File: config.mk
export PLATFORM = sky130hd
export DESIGN_NAME = uart_rx_frame_ctrl
export DESIGN_NICKNAME = d
export VERILOG_FILES = /design/src/rtl/uart_rx_frame_ctrl.sv
export SDC_FILE = /design/constraint.sdc
export NUM_CORES = 1
export LEC_CHECK = 0
export ABC_AREA = 1
export BUFFER_PORTS_ARGS = -buffer_cell sky130_fd_sc_hd__buf_2
export CAP_MARGIN = 20
export CORE_UTILIZATION = 50
export CTS_BUF_LIST = sky130_fd_sc_hd__clkbuf_8
export DETAILED_ROUTE_END_ITERATION = 8
export HOLD_SLACK_MARGIN = 0.05
export PLACE_DENSITY = 0.71
export REMOVE_ABC_BUFFERS = 1
export SYNTH_ARGS = -nofsm -noshare
export SYNTH_HDL_FRONTEND = slang
export SYNTH_SLANG_ARGS = --single-unit
export TNS_END_PERCENT = 50
File: constraint.sdc
create_clock -name clk -period 2.4 [get_ports clk]
set_input_delay 0.48 -clock clk [delete_from_list [all_inputs] [get_ports clk]]
set_output_delay 0.48 -clock clk [all_outputs]
set_load 0.03 [all_outputs]
File: src/rtl/uart_rx_frame_ctrl.sv
// Byte-stream framer for a UART receiver: SOF, LEN, payload, XOR checksum.
// Validated frames are held on a valid/ready port; framing errors pulse err_pulse.
module uart_rx_frame_ctrl #(
    parameter logic [7:0] SOF         = 8'hA5,
    parameter int         MAX_LEN     = 8,
    parameter int         TIMEOUT_CYC = 50000
) (
    input  logic        clk,
    input  logic        rst,
    input  logic        rx_ready,
    input  logic [7:0]  rx_data,
    output logic        rx_clear,
    output logic        frm_valid,
    input  logic        frm_ready,
    output logic [3:0]  frm_len,
    output logic [63:0] frm_data,
    output logic        err_pulse,
    output logic [1:0]  err_code,
    output logic [15:0] frm_cnt
);

    typedef enum logic [2:0] {
        ST_IDLE    = 3'd0,
        ST_LEN     = 3'd1,
        ST_PAYLOAD = 3'd2,
        ST_CHK     = 3'd3,
        ST_OUT     = 3'd4
    } state_t;

    localparam int             TW        = (TIMEOUT_CYC < 2) ? 1 : $clog2(TIMEOUT_CYC);
    localparam logic [TW-1:0]  TMO_LAST  = TW'(TIMEOUT_CYC - 1);
    localparam logic [TW-1:0]  TMO_ZERO  = {TW{1'b0}};
    localparam logic [TW-1:0]  TMO_ONE   = {{(TW-1){1'b0}}, 1'b1};
    localparam logic [7:0]     MAX_LEN_B = 8'(MAX_LEN);

    state_t         state_q, state_d;
    logic           clr_prev_q;
    logic [3:0]     len_q, len_d;
    logic [3:0]     idx_q, idx_d;
    logic [7:0]     xor_q, xor_d;
    logic [63:0]    data_q, data_d;
    logic [TW-1:0]  tmo_q, tmo_d;
    logic           err_q, err_d;
    logic [1:0]     code_q, code_d;
    logic [15:0]    cnt_q, cnt_d;
    logic           valid_q;
    logic           accept_s;
    logic           tmo_hit_s;

    // A byte is taken only outside reset, never in OUT, and never right after a clear.
    assign accept_s  = rst & rx_ready & ~clr_prev_q & (state_q != ST_OUT);
    assign rx_clear  = accept_s;
    assign frm_valid = valid_q;
    assign frm_len   = len_q;
    assign frm_data  = data_q;
    assign err_pulse = err_q;
    assign err_code  = code_q;
    assign frm_cnt   = cnt_q;

    // Next-state logic: inter-byte timeout, frame parsing and output handshake.
    always_comb begin
        state_d   = state_q;
        len_d     = len_q;
        idx_d     = idx_q;
        xor_d     = xor_q;
        data_d    = data_q;
        tmo_d     = tmo_q;
        err_d     = 1'b0;
        code_d    = code_q;
        cnt_d     = cnt_q;
        tmo_hit_s = 1'b0;

        if ((state_q == ST_LEN) || (state_q == ST_PAYLOAD) || (state_q == ST_CHK)) begin
            if (accept_s) begin
                tmo_d = TMO_ZERO;
            end else if (tmo_q == TMO_LAST) begin
                tmo_d     = TMO_ZERO;
                tmo_hit_s = 1'b1;
            end else begin
                tmo_d = tmo_q + TMO_ONE;
            end
        end else begin
            tmo_d = TMO_ZERO;
        end

        case (state_q)
            ST_IDLE: begin
                if (accept_s && (rx_data == SOF)) begin
                    state_d = ST_LEN;
                    data_d  = 64'h0;
                    len_d   = 4'h0;
                    xor_d   = 8'h00;
                end else begin
                    state_d = ST_IDLE;
                end
            end
            ST_LEN: begin
                if (accept_s) begin
                    if ((rx_data == 8'h00) || (rx_data > MAX_LEN_B)) begin
                        err_d   = 1'b1;
                        code_d  = 2'd1;
                        state_d = ST_IDLE;
                    end else begin
                        len_d   = rx_data[3:0];
                        xor_d   = rx_data;
                        idx_d   = 4'h0;
                        state_d = ST_PAYLOAD;
                    end
                end else if (tmo_hit_s) begin
                    err_d   = 1'b1;
                    code_d  = 2'd3;
                    state_d = ST_IDLE;
                end else begin
                    state_d = ST_LEN;
                end
            end
            ST_PAYLOAD: begin
                if (accept_s) begin
                    data_d[{idx_q[2:0], 3'b000} +: 8] = rx_data;
                    xor_d = xor_q ^ rx_data;
                    idx_d = idx_q + 4'h1;
                    if (idx_q == (len_q - 4'h1)) begin
                        state_d = ST_CHK;
                    end else begin
                        state_d = ST_PAYLOAD;
                    end
                end else if (tmo_hit_s) begin
                    err_d   = 1'b1;
                    code_d  = 2'd3;
                    state_d = ST_IDLE;
                end else begin
                    state_d = ST_PAYLOAD;
                end
            end
            ST_CHK: begin
                if (accept_s) begin
                    if (rx_data == xor_q) begin
                        state_d = ST_OUT;
                    end else begin
                        err_d   = 1'b1;
                        code_d  = 2'd2;
                        state_d = ST_IDLE;
                    end
                end else if (tmo_hit_s) begin
                    err_d   = 1'b1;
                    code_d  = 2'd3;
                    state_d = ST_IDLE;
                end else begin
                    state_d = ST_CHK;
                end
            end
            ST_OUT: begin
                if (frm_ready) begin
                    state_d = ST_IDLE;
                    cnt_d   = cnt_q + 16'h0001;
                end else begin
                    state_d = ST_OUT;
                end
            end
            default: begin
                state_d = ST_IDLE;
            end
        endcase
    end

    // State and output registers with synchronous active-low reset.
    always_ff @(posedge clk) begin
        if (!rst) begin
            state_q    <= ST_IDLE;
            clr_prev_q <= 1'b0;
            len_q      <= 4'h0;
            idx_q      <= 4'h0;
            xor_q      <= 8'h00;
            data_q     <= 64'h0;
            tmo_q      <= TMO_ZERO;
            err_q      <= 1'b0;
            code_q     <= 2'd0;
            cnt_q      <= 16'h0000;
            valid_q    <= 1'b0;
        end else begin
            state_q    <= state_d;
            clr_prev_q <= accept_s;
            len_q      <= len_d;
            idx_q      <= idx_d;
            xor_q      <= xor_d;
            data_q     <= data_d;
            tmo_q      <= tmo_d;
            err_q      <= err_d;
            code_q     <= code_d;
            cnt_q      <= cnt_d;
            valid_q    <= (state_d == ST_OUT);
        end
    end

endmodule

==> results of run 1 <==
how the worst min path moves through the flow:
stage                     startpoint          to  slack [ns]  cells past startpoint
final                      frm_ready  frm_cnt[1]        0.36                      3
after global placement      tmo_q[0]    tmo_q[0]        0.43                      1
after floorplan             tmo_q[0]    tmo_q[0]        0.42                      1
after CTS                  frm_ready  frm_cnt[1]        0.35                      3
after detailed placement    tmo_q[0]    tmo_q[0]        0.44                      1
after global routing       frm_ready  frm_cnt[1]        0.38                      3
flip-flops by register name (all words and copies together), names as in the netlist:
| signal | flops |
|---|---|
| clr_prev_q | 1 |
| err_code | 2 |
| err_pulse | 1 |
| frm_cnt | 16 |
| frm_data | 64 |
| frm_len | 4 |
| frm_valid | 1 |
| idx_q | 4 |
| state_q | 3 |
| tmo_q | 16 |
| xor_q | 8 |
stage by stage:
step | setup slack [ns] | hold slack, ns | cells
2_1_floorplan | -0.0196 | 0.418 | 772
3_3_place_gp | 0.218 | 0.427 | 1023
6_report | 0.222 | 0.356 | 1053
5_1_grt | 0.0614 | 0.380 | 1053
4_1_cts | 0.216 | 0.345 | 1053
3_5_place_dp | 0.108 | 0.443 | 1023
power groups by stage:
stage               clock network [uW]  logic (uW)  registers (uW)
floorplan                            0        53.6            2040
global placement                     0         102            2040
detailed placement                   0         104            2040
CTS                               1870         105            1990
global route                      1960         117            1990
finish                            1840         106            1990
cells in the mapped netlist (all sizes together):
library cell / instances / area (um^2)
a211oi: 2 / 15.0
a21o: 1 / 7.51
a21oi: 89 / 449
a31oi: 1 / 6.26
and2: 2 / 12.5
buf: 10 / 81.3
clkbuf: 11 / 41.3
clkinv: 3 / 11.3
dfxtp: 120 / 2400
ha: 6 / 75.1
inv: 76 / 285
nand2: 229 / 875
nand3: 53 / 270
nand3b: 1 / 7.51
nand4: 12 / 81.3
nor2: 99 / 392
nor3: 27 / 150
nor3b: 3 / 22.5
o211a: 1 / 10.0
o21a: 3 / 22.5
o21ai: 24 / 146
o21bai: 1 / 7.51
o22ai: 6 / 37.5
or2: 1 / 6.26
xnor2: 8 / 70.1
xor2: 4 / 35.0
final cells by class:
type	count	share of cell area, %
Clock inverter	11	2.02
Timing Repair Buffer	115	9.32
Sequential cell	120	36.5
Inverter	79	4.51
Multi-Input combinational cell	573	41.0
Tap cell	136	2.59
Clock buffer	19	3.98
worst max-delay path: cells and delay by family, from the launching register on:
| family | cells | cell delay, ns |
|---|---|---|
| and+or+nand+nor | 2 | 0.22 |
| AOI/OAI and AO/OA | 2 | 0.52 |
| adders and majority gates | 2 | 0.53 |
| buffers and inverters | 3 | 0.44 |
| DFF | 1 | 0.40 |
cell families (layout without fill, tap and decap cells):
logic type	after synthesis	count (layout)	synth area share, %
simple gates	427	427	32.9
compound gates	128	128	12.7
flops	120	120	43.5
buf+inv	100	224	7.59
xor+xnor	12	12	1.90
fa+ha+maj	6	6	1.36
per-layer routing:
layer / vias up / share of wire, % / GRT usage (%)
met1: 2502 / 46 / 33.4
met2: 143 / 47 / 41.1
met3: 23 / 5.5 / 4.62
li1: 2791 / - / -
met5: - / 0 / 0
met4: 0 / 1.4 / 9.39
==> flow_metrics.py, run 1 <==
metrics = {
    "cts": {
        "cts_tree": "done",
        "cts_resized": 0,
        "post_cts_buffers": 0,
        "cts_root_buffer": "clkbuf_8",
        "cts_inserted_buffers": 17,
        "htreeDepth": 4,
        "clk_latency_ns": 0.43,
        "clockBufferDepth": 2,
        "clk_pin_slew_worst_paths_ns": 0.07,
        "ctsHoldBuffers": 0,
        "clock_sinks": 120,
    },
    "routing": {
        "wl_per_cell_um": 13.4,
        "drt_wl_total_mm": 14.1,
        "drt_iter0_markers": 379,
        "ant_nets": 0,
        "viasPerCell": 5.18,
        "drt_first_pass_iters": 5,
        "vias": 5459,
        "drc": 0,
    },
    "cells_and_area": {
        "final_nets": 924,
        "area_delta_synth_final_pct": 19.1,
        "layout-drive-gt1-share_pct": 18.4,
        "design_area_um2": 6580,
        "final_util_pct": 62.6,
        "layout_common_cells": "nand2_1 (225), dfxtp_1 (120), buf_2 (100)",
        "final_common_cell": "nand2_1",
        "multiInputGateArea_um2": 2700,
        "regArea_um2": 2400,
        "insertedDiodeCount": 0,
        "fill_cells": 985,
    },
    "placement": {
        "gp_congestion": 0.854,
        "port-buffer-count": 100,
        "placed_cell_area_um2": 6180,
        "hpwlAfterDp_mm": 9.96,
    },
    "sta": {
        "final_max_slew_viol_count": 0,
        "fin_crit_sh_pct": 90.8,
        "grt_setup_unrepaired": "false",
        "maxSlewHeadroom_pct": 48.0,
        "worst_slew_pin_slew_ns": 0.780,
        "finClkSkew_ns": 0.00957,
        "tns_ns": 0,
        "hold_viol_final": 0,
        "fin_crit_ns": 2.18,
        "max_freq_mhz": 459,
        "finalSetupViolCount": 0,
    },
    "worst_setup_path": {
        "cp_cell_sequence": "inv_1 -> ha_1 -> ha_1 -> inv_1 -> nand4_1 -> clkinv_1 -> o21ai_2 -> nand2_1 -> a21oi_1",
        "slowest_stage": "dfxtp_1",
        "worstSetupEndpointType": "register",
        "worstPathArrival_ns": 2.53,
        "cp-endpoint": "frm_data[48]",
        "critPathLaunchType": "register",
        "reg2reg_from": "idx_q[1]",
        "crit_fanout": 9,
        "reg2reg_to": "frm_data[48]",
        "worst-setup-path-type": "reg -> reg",
        "r2r_setup_slack_ns": 0.22,
        "cp_slowest_stage_delay_ns": 0.40,
        "r2r_cells": 9,
        "cp-startpoint": "idx_q[1]",
        "critPathRequiredTime_ns": 2.75,
    },
    "synthesis": {
        "synth-warning-count": 0,
        "syn_area_per_cell_um2": 6.96,
        "synth_cells": 793,
        "synth_area_um2": 5520,
        "ys_seq_area_share_pct": 43.5,
        "synth.distinct_cells": 41,
        "synth_seq_cells": 120,
    },
    "hold_path": {
        "hp-class": "in -> reg",
    },
    "global_route": {
        "overflow": 0,
        "grt_max_degree": 76,
        "antenna_found_initial": 0,
        "grt_pass1_wl_mm": 23.1,
        "grt_pass1_vias": 5036,
        "grtUsageTotal_pct": 25.3,
    },
    "power_and_ir_drop": {
        "power.density_nw_per_um2": 599,
        "power_uw": 3940,
        "power.share.clock_pct": 46.7,
        "p_int_uw": 3070,
        "p_seq_share_pct": 50.6,
        "p_switching_uw": 869,
        "p_comb_share_pct": 2.7,
        "cellLeakagePower_uw": 0.00282,
        "sw_frac_of_total_pct": 22.0,
        "peakVddDrop_v": 0.000312,
    },
    "die": {
        "core_um2": 10500,
        "die-area_um2": 11500,
        "start_util_pct": 52.5,
        "io_pins": 101,
        "die_x_um": 107,
        "die_h_um": 107,
        "placementRows": 37,
    },
    "status": {
        "status": "finished, final reports clean",
    },
    "job": {
        "cap_violations": 0,
    },
}
(Power assumes the default switching activity.)
==> run 2, diff against run 1 <==
Settings changed: BUFFER_PORTS_ARGS -buffer_cell sky130_fd_sc_hd__buf_2 to -buffer_cell sky130_fd_sc_hd__buf_4.
==> flow_metrics.py, run 2 (synthesized netlist as in run 1, its figures left out) <==
metrics = {
    "global_route": {
        "overflow": 0,
        "grtUsageTotal_pct": 25.8,
        "grt_pass1_vias": 5070,
        "antenna_found_initial": 0,
        "grt_pass1_wl_mm": 23.4,
        "grt_max_degree": 76,
    },
    "cells_and_area": {
        "design_area_um2": 6860,
        "layout-drive-gt1-share_pct": 18.6,
        "insertedDiodeCount": 0,
        "final_common_cell": "nand2_1",
        "largest_reg_flops": 64,
        "final_cells": 1055,
        "layout_common_cells": "nand2_1 (225), dfxtp_1 (120), buf_4 (115)",
        "area_delta_synth_final_pct": 24.3,
        "final_nets": 925,
    },
    "status": {
        "status": "finished, final reports clean",
    },
    "die": {
        "die_h_um": 107,
        "placementRows": 37,
        "io_pins": 101,
        "start_util_pct": 52.5,
        "core_um2": 10500,
        "die_x_um": 107,
        "die-area_um2": 11500,
    },
    "cts": {
        "clk_latency_ns": 0.44,
        "clk_pin_slew_worst_paths_ns": 0.07,
        "cts_tree": "done",
        "cts_inserted_buffers": 17,
        "post_cts_buffers": 0,
        "clock_sinks": 120,
        "clockBufferDepth": 2,
        "cts_resized": 0,
        "htreeDepth": 4,
        "cts_root_buffer": "clkbuf_8",
        "ctsHoldBuffers": 0,
    },
    "power_and_ir_drop": {
        "sw_frac_of_total_pct": 21.6,
        "p_switching_uw": 858,
        "cellLeakagePower_uw": 0.00284,
        "power.density_nw_per_um2": 578,
        "p_seq_share_pct": 50.2,
        "power.share.clock_pct": 46.9,
        "peakVddDrop_v": 0.000338,
        "p_comb_share_pct": 2.8,
        "p_int_uw": 3110,
    },
    "sta": {
        "grt_setup_unrepaired": "false",
        "max_freq_mhz": 466,
        "finClkSkew_ns": 0.00747,
        "maxSlewHeadroom_pct": 45.8,
        "fin_crit_ns": 2.14,
        "final_max_slew_viol_count": 0,
        "worst_slew_pin_slew_ns": 0.812,
        "fin_crit_sh_pct": 89.3,
        "hold_viol_final": 0,
        "finalSetupViolCount": 0,
    },
    "placement": {
        "gp_congestion": 0.867,
        "port-buffer-count": 100,
        "hpwlAfterDp_mm": 10.0,
        "placed_cell_area_um2": 6450,
        "dpl.cell_count": 1024,
    },
    "routing": {
        "top_layer_used": "met4",
        "dr_wl_met2_mm": 6.58,
        "viasPerCell": 5.23,
        "ant_nets": 0,
        "wl_met1_mm": 6.34,
        "drc": 0,
        "wl_per_cell_um": 13.2,
        "drt_wl_total_mm": 13.9,
        "dr_wl_met3_um": 792,
        "drt_iter0_markers": 382,
        "vias": 5516,
        "drt_first_pass_iters": 4,
    },
    "worst_setup_path": {
        "worstPathArrival_ns": 2.50,
        "reg2reg_from": "idx_q[1]",
        "worst-setup-path-type": "reg -> reg",
        "worstSetupEndpointType": "register",
        "critPathLaunchType": "register",
        "r2r_setup_slack_ns": 0.26,
        "crit_fanout": 9,
        "r2r_cells": 9,
        "critPathRequiredTime_ns": 2.76,
        "reg2reg_to": "frm_data[48]",
    },
    "hold_path": {
        "hold_start": "rx_data[5]",
        "hold-path-endpoint": "frm_data[37]",
        "min_path_cells": 3,
        "hp-class": "in -> reg",
    },
    "job": {
        "cap_violations": 0,
    },
}
run 2: how the worst max path moves through the flow:
stage	from	to	slack [ns]	depth (start not counted)
2_1_floorplan	rst	tmo_q[8]	-0.02	5
3_3_place_gp	rst	frm_data[1]	0.23	10
3_5_place_dp	rst	frm_data[8]	0.14	10
4_1_cts	idx_q[1]	frm_data[9]	0.25	8
5_1_grt	idx_q[1]	frm_data[54]	0.09	9
6_report	idx_q[1]	frm_data[48]	0.26	9
run 2: power groups by stage:
stage                     combinational [uW]  sequential, uW  clock, uW
after detailed placement                 110            2040          0
after floorplan                         53.6            2040          0
after CTS                                111            1990       1890
after global routing                     123            1990       2000
final                                    113            1990       1860
after global placement                   108            2040          0
run 2: worst max-delay path, stage by stage (launching register included):
cell      delay, ns
dfxtp_1        0.39
inv_1          0.09
ha_1           0.19
ha_1           0.33
inv_1          0.10
nand4_1        0.11
clkinv_1       0.24
o21ai_2        0.38
nand2_1        0.10
a21oi_1        0.13
run 2: area by class of cell:
cell class,instances,area [um^2]
multi-input combinational,573,2700
clock buffer,20,275
fill,933,3650
sequential,120,2400
clock inverter,11,131
timing repair buffer,116,883
tap,136,170
inverter,79,297
run 2: stage by stage:
stage	setup TNS (ns)	utilization, %	setup WS, ns	hold slack [ns]	total power [uW]
floorplan	-0.0196	-	-0.0196	0.418	2090
CTS	0	65.3	0.251	0.313	3990
global placement	0	61.4	0.227	0.431	2150
detailed placement	0	61.4	0.144	0.439	2150
global route	0	65.3	0.0886	0.311	4110
finish	0	65.3	0.256	0.326	3970
run 2: routing by layer:
layer  up-vias  GRT usage, %
li1       2787             -
met1      2547          32.9
met2       161          42.4
met3        21          6.02
met4         0          9.78
met5         -             0
